--- config.mk ---
export PLATFORM = sky130hd
export DESIGN_NAME = mem_arbiter
export DESIGN_NICKNAME = d
export VERILOG_FILES = /design/src/rtl/mem_arbiter.sv
export SDC_FILE = /design/constraint.sdc
export NUM_CORES = 1
export LEC_CHECK = 0
export ABC_AREA = 1
export BUFFER_PORTS_ARGS = -buffer_cell sky130_fd_sc_hd__buf_2
export CAP_MARGIN = 40
export CORE_MARGIN = 1.5
export CORE_UTILIZATION = 35
export CTS_CLUSTER_DIAMETER = 50
export DETAILED_ROUTE_END_ITERATION = 16
export GPL_TIMING_DRIVEN = 1
export PLACE_DENSITY = 0.74
export SKIP_CTS_REPAIR_TIMING = 1
export SYNTH_ARGS = -nofsm -noshare
export SYNTH_HDL_FRONTEND = slang
export SYNTH_SLANG_ARGS = --single-unit
--- constraint.sdc ---
create_clock -name clk -period 1.99 [get_ports clk]
set_input_delay 0.199 -clock clk [delete_from_list [all_inputs] [get_ports clk]]
set_output_delay 0.199 -clock clk [all_outputs]
set_load 0.01 [all_outputs]
--- src/rtl/mem_arbiter.sv ---
// Shares one pipelined main memory between the I-cache and D-cache: block fills
// issue one read per cycle, write-through stores go out immediately when idle.
module mem_arbiter #(
  parameter int unsigned BLOCK_WORDS = 8,
  localparam int unsigned OW = $clog2(BLOCK_WORDS)
) (
  input  logic          clk,
  input  logic          rst_n,
  input  logic          icache_miss,
  input  logic [15:0]   icache_addr,
  input  logic          dcache_miss,
  input  logic [15:0]   dcache_addr,
  input  logic          dcache_wr,
  input  logic [15:0]   dcache_wdata,
  input  logic [15:0]   mem_data_out,
  input  logic          mem_data_valid,
  output logic [15:0]   mem_addr,
  output logic          mem_enable,
  output logic          mem_wr,
  output logic [15:0]   mem_data_in,
  output logic [15:0]   fill_data,
  output logic [OW-1:0] fill_offset,
  output logic          icache_fill_we,
  output logic          dcache_fill_we,
  output logic          icache_done,
  output logic          dcache_done,
  output logic          icache_stall,
  output logic          dcache_stall,
  output logic          busy
);

  localparam logic [1:0] IDLE  = 2'd0;
  localparam logic [1:0] IFILL = 2'd1;
  localparam logic [1:0] DFILL = 2'd2;

  localparam logic [OW:0]   BW        = (OW+1)'(BLOCK_WORDS);
  localparam logic [OW:0]   ISSUE_ONE = (OW+1)'(1);
  localparam logic [OW-1:0] RECV_ONE  = OW'(1);
  localparam logic [OW-1:0] RECV_LAST = OW'(BLOCK_WORDS - 1);
  localparam logic [15:0]   BASE_MASK = ~((16'd1 << (OW+1)) - 16'd1);

  logic [1:0]    state;
  logic [15:0]   base;
  logic [OW:0]   issue_cnt;
  logic [OW-1:0] recv_cnt;

  logic in_fill, issuing, store_go, fill_we, done;
  logic start_d, start_i;

  assign in_fill  = (state != IDLE);
  assign issuing  = in_fill && (issue_cnt < BW);
  // Gated by rst_n so a store held across reset cannot reach memory.
  assign store_go = rst_n && (state == IDLE) && dcache_wr;
  assign fill_we  = in_fill && mem_data_valid;
  assign done     = fill_we && (recv_cnt == RECV_LAST);

  always_comb begin
    start_d = 1'b0;
    start_i = 1'b0;
    if (state == IDLE) begin
      start_d = dcache_miss;
      start_i = !dcache_miss && icache_miss;
    end else if (done) begin
      // Only the other cache's pending miss is taken at the leaving edge;
      // the finishing cache's miss is still high but already satisfied.
      start_d = (state == IFILL) && dcache_miss;
      start_i = (state == DFILL) && icache_miss;
    end
  end

  always_ff @(posedge clk or negedge rst_n) begin
    if (!rst_n) begin
      state     <= IDLE;
      base      <= '0;
      issue_cnt <= '0;
      recv_cnt  <= '0;
    end else if (start_d || start_i) begin
      state     <= start_d ? DFILL : IFILL;
      base      <= (start_d ? dcache_addr : icache_addr) & BASE_MASK;
      issue_cnt <= '0;
      recv_cnt  <= '0;
    end else if (done) begin
      state <= IDLE;
    end else begin
      if (issuing) issue_cnt <= issue_cnt + ISSUE_ONE;
      if (fill_we) recv_cnt  <= recv_cnt + RECV_ONE;
    end
  end

  always_comb begin
    mem_addr = '0;
    if (issuing)       mem_addr = base | 16'({issue_cnt, 1'b0});
    else if (store_go) mem_addr = dcache_addr;
  end

  assign mem_enable     = issuing || store_go;
  assign mem_wr         = store_go;
  assign mem_data_in    = store_go ? dcache_wdata : '0;
  assign fill_data      = fill_we ? mem_data_out : '0;
  assign fill_offset    = recv_cnt;
  assign icache_fill_we = fill_we && (state == IFILL);
  assign dcache_fill_we = fill_we && (state == DFILL);
  assign icache_done    = done && (state == IFILL);
  assign dcache_done    = done && (state == DFILL);
  assign icache_stall   = icache_miss && !icache_done;
  assign dcache_stall   = (dcache_miss && !dcache_done) || (dcache_wr && in_fill);
  assign busy           = in_fill;

endmodule

* Yosys cells after proc, flatten, opt, wreduce, memory -nomap -nowiden
Cells that the tools add are included.
Cells by class: add/subtract/negate cells 2, order comparisons 1, eq/ne operators 4, mux-type cells 18, bitwise logic cells 1, reductions and logical operators 28
Operator list (number):
- 16-bit 2-to-1 mux | 5
- 16-bit by 5-bit bitwise OR with 16-bit output | 1
- 1-bit logical AND | 15
- 4-bit 2-to-1 mux | 3
- 3-bit 2-to-1 mux | 3
- 2-bit nonzero test | 4
- 2-bit 2-to-1 mux | 3
- 4-bit by 1-bit adder with 4-bit output (second input constant) | 1
- 4-bit < comparator (second input constant) | 1
- 1-bit 2-to-1 mux | 4
- 2-bit AND reduction | 2
- 3-bit by 1-bit adder with 3-bit output (second input constant) | 1
- 3-bit equality test (second input constant) | 1
- 1-bit zero test | 3
- 1-bit logical OR | 3
- 2-bit by 1-bit equality test with 1-bit output (second input constant) | 1
- 2-bit equality test (second input constant) | 1
- 2-bit zero test | 1
- 2-bit by 1-bit != test with 1-bit output (second input constant) | 1
Storage, ports and cells: register bits after elaboration 21, input port bits 70, output and inout port bits 60, logic and storage cells 58

* Longest topological paths before layout
depth in word-level cells 8, gate-level depth with buffers 9, mapped depth without buffers 8

* Least setup slack after synthesis
Ideal clock, no wire load.
path kind register to register, from register recv_cnt[0] (netlist: fill_offset[0]), to register base[15], library setup time 0.122 ns, arrival 1.434 ns, data required time 1.868 ns, path slack 0.434 ns, cell stages (with the launch flop) 10, path buffers 1, clock period less this slack 1.556 ns, cells stage by stage dfrtp_1 > ha_1 > ha_1 > nand4_1 > nand2_2 > nand2_4 > inv_4 > buf_6 > nand2_1 > nand3_2
On the way: longest elaborated chain between the ends 5, elaborated cells between the ends (all ways) 8, those cells by class 1 x eq/ne; 5 x mux; 2 x reduce/logical
RTL lines:
- start: declaration | line 45 | logic [OW-1:0] recv_cnt;
- start signal: assignment | line 86 | if (fill_we) recv_cnt <= recv_cnt + RECV_ONE;
- 3-bit equality test * | line 55 | assign done = fill_we && (recv_cnt == RECV_LAST);
- 1-bit logical AND * | line 55
- 1-bit 2-to-1 mux | line 63 | end else if (done) begin
- 1-bit 2-to-1 mux | line 60 | if (state == IDLE) begin
- 16-bit 2-to-1 mux / 1-bit logical OR (equally long branches) | line 79, 77
- end signal: assignment | line 79 | base <= (start_d ? dcache_addr : icache_addr) & BASE_MASK;
- end: declaration | line 43 | logic [15:0] base;
Mark *: on every way between the ends. The rest lies on a longest branch, timed or not. A chain may end at the register's enable or synchronous reset.

* Worst setup path after layout
from register state[0], to output mem_addr[13]
On the way: longest elaborated chain between the ends 5, elaborated cells between the ends (all ways) 7, those cells by class 2 x mux; 5 x reduce/logical
RTL lines:
- start: declaration | line 42 | logic [1:0] state;
- start signal: assignment | line 78 | state <= start_d ? DFILL : IFILL;
- 2-bit zero test | line 53 | assign store_go = rst_n && (state == IDLE) && dcache_wr;
- 1-bit logical AND (2 in a row) | line 53
- 16-bit 2-to-1 mux | line 93 | else if (store_go) mem_addr = dcache_addr;
- 16-bit 2-to-1 mux * | line 92 | if (issuing) mem_addr = base | 16'({issue_cnt, 1'b0});
- end: declaration | line 17 | output logic [15:0] mem_addr,
Marks and branches as above.

==> metrics.md <==
| Metric | Value |
|---|---|
| Post-Syn Area per Cell | `6.85 sq um` |
| Area delta synth->final | `45.6%` |
| Min-delay worst type | `primary input to flip-flop` |
| Slew margin rel. | `70.9%` |
| Antenna violations before repair | `0` |
| Slew at the pin closest to its max-slew limit | `0.437 ns` |
| Grt met1 use | `21.9%` |
| Hold Crit Depth | `3` |
| Cell variety after synth | `24` |
| FMAX | `557 MHz` |
| Post-route DRC | `0` |
| Worst Path Max Fanout | `10` |
| Placed cell count | `403` |
| Syn_nets | `304` |
| Die X | `70.2 microns` |
| Max cap viols | `0` |
| Synth warn | `0` |
| Startpoint types | `flip-flop` |
| Max Buffers Root-to-Sink | `2` |
| Gr ovfl total | `0` |
| 1st-pass router iterations | `4` |
| Final setup vio count | `0` |
| Starting Density | `36.4%` |
| Pin count of the biggest net entering global routing | `22` |
| Die H | `70.2 microns` |
| Gpl congestion | `0.775` |
| Diodes inserted | `0` |
| Post-synthesis cell area | `1580 sq um` |
| Num CTS Buffers | `3` |
| Fraction of layout cells with a size suffix above 1 | `41.9%` |
| Crit path DAT | `1.60 ns` |
| P_leak | `1.52 nW` |
| GR Layer Usage met2 | `32.6%` |
| Top cells by area, synth | `dfrtp_1 (33%), nand3_1 (11%), inv_1 (11%), nor2_1 (9.5%), nand2_1 (8.5%)` |
| Period minus WS final | `1.80 ns` |
| Gate count of the mapped netlist | `231` |
| Met3 Resource Use GR | `3.75%` |
| First-pass GRT wire length | `7.34 mm` |
| Number of clock sinks | `21` |
| Worst r2r path cells | `7` |
| Top FF cell, synth | `dfrtp_1` |
| Crit Path Class | `flip-flop to primary output` |
| Die footprint | `4930 sq um` |
| Seq cells post-synth | `21` |
| Max Slew Vio Count | `0` |
| Gr busiest metal | `met2` |
| Num ports | `130` |
| Via count | `1878` |
| Clock Skews | `0.00458 ns` |
| 1st-iter DRT viols | `43` |
| Remaining antenna violation count after routing | `0` |
| Fin Setup TNS | `0 ns` |
| Clock latency on the worst-skew pair | `0.25 ns` |
| CTS tree | `yes` |
| IO buf count | `125` |
| Utilization after layout | `52.9%` |
| CTS root buffer | `clkbuf_8` |
| RSZ-0062 raised after global routing | `no` |
| HPWL after DPL | `3.57 mm` |
| Required @ worst endpoint | `1.79 ns` |
| Most frequent cell after synthesis | `inv_1` |
| Yosys top cell area share | `33.2%` |
| Std-Cell Rows | `24` |
| Async S/R FF share, synth | `100%` |
| Maximum vdd ir drop | `0.000562 V` |
| GRT Total Usage | `17.9%` |
| Core footprint | `4350 sq um` |
| Status | `complete, no violations` |
| PwrDens | `1180 nW/um^2` |
| Via density per instance | `4.58` |
| Number of synthesized flops with an enable pin | `0` |
| DR WL/cell | `11.1 microns` |
| Final #Nets | `432` |
| Commonest cells post-synth | `inv_1 (45), nor2_1 (40), nand2_1 (36), nand3_1 (36), dfrtp_1 (21)` |
| Yosys top cell by area | `dfrtp_1` |
| Cell Count, Final, Fillers Out | `410` |
| Final period util | `90.3%` |
| Register area share after synthesis | `33.2%` |
| H-tree depth | `1` |
| Number of global-route vias before repair | `1650` |
| Final hold violation count | `0` |
| Crit. End Element | `primary output` |
| Routed wire length | `4.56 mm` |
| Worst-path clk slew | `0.08 ns` |
[cell families (layout without fill, tap and decap cells)]
| kind of cell | after synthesis | count (layout) | synth area share (%) |
|---|---|---|---|
| simple gates | 128 | 128 | 38.1 |
| flops | 21 | 21 | 33.2 |
| buf+inv | 58 | 185 | 16.3 |
| xor+xnor | 1 | 1 | 0.553 |
| fa+ha+maj | 3 | 3 | 2.37 |
| compound gates | 20 | 20 | 9.49 |
[routing by layer]
| layer | up-vias | wire length, microns |
|---|---|---|
| met3 | 2 | 415 |
| met4 | 0 | 14 |
| met2 | 94 | 2250 |
| li1 | 979 | - |
| met5 | - | 0 |
| met1 | 803 | 1880 |
[sequential cells by signal, indices dropped and copies added (netlist names)]
signal       cells
state            2
issue_cnt        4
base            12
fill_offset      3
[power by group]
part / internal [mW] / switching (mW)
registers: 0.624 / 0.147
clock network: 0.139 / 0.137
logic: 0.712 / 0.954
[path summary, 6_finish.rpt]
kind | from | endpoint | slack [ns]
max | state[0] | mem_addr[13] | 0.19
min | dcache_addr[11] | base[11] | 0.18
max reg2reg | fill_offset[0] | issue_cnt[1] | 0.28
min reg2reg | base[14] | base[14] | 0.52
max in group asynchronous | rst_n | fill_offset[2] | 1.27
min in group asynchronous | rst_n | base[8] | 0.49
[through the flow]
step | setup WS, ns | hold slack (ns) | power (mW) | area, sq um
2_1_floorplan | 0.434 | -0.0966 | 1.88 | 1580
3_3_place_gp | 0.313 | 0.244 | 2.38 | 2230
3_5_place_dp | 0.269 | 0.242 | 2.42 | 2230
4_1_cts | 0.0946 | -0.0393 | 2.70 | 2280
5_1_grt | 0.0346 | 0.174 | 2.95 | 2300
6_report | 0.193 | 0.177 | 2.71 | 2300
[placed cells by master, fill, tap and decap left out]
cell type      count
a21oi_1            3
a22o_1            13
a31oi_1            1
buf_2            125
buf_4              6
clkbuf_8           3
clkinv_2           2
dfrtp_1           21
dlygate4sd3_1      1
ha_1               3
inv_1             45
inv_2              2
inv_4              1
nand2_1           36
nand2_2            4
nand2_4            1
nand3_1           36
nand3_2            2
nand3_4            1
nand4_1            4
nor2_1            40
nor2_4             3
nor3_1             1
o21ai_0            3
xor2_1             1
[area by class of cell]
cell class,count,area [sq um]
inverter,49,188
tap,52,65.1
clock inverter,1,5.00
timing repair buffer,132,681
multi-input combinational,152,800
fill,456,2050
clock buffer,3,41.3
sequential,21,526
[critical path, stage by stage (launching register included)]
cell	delay, ns
dfrtp_1	0.46
nor2_4	0.26
nor2_4	0.08
buf_4	0.18
a22o_1	0.23
buf_2	0.13
Note: power is estimated with default switching activity, not from simulation.
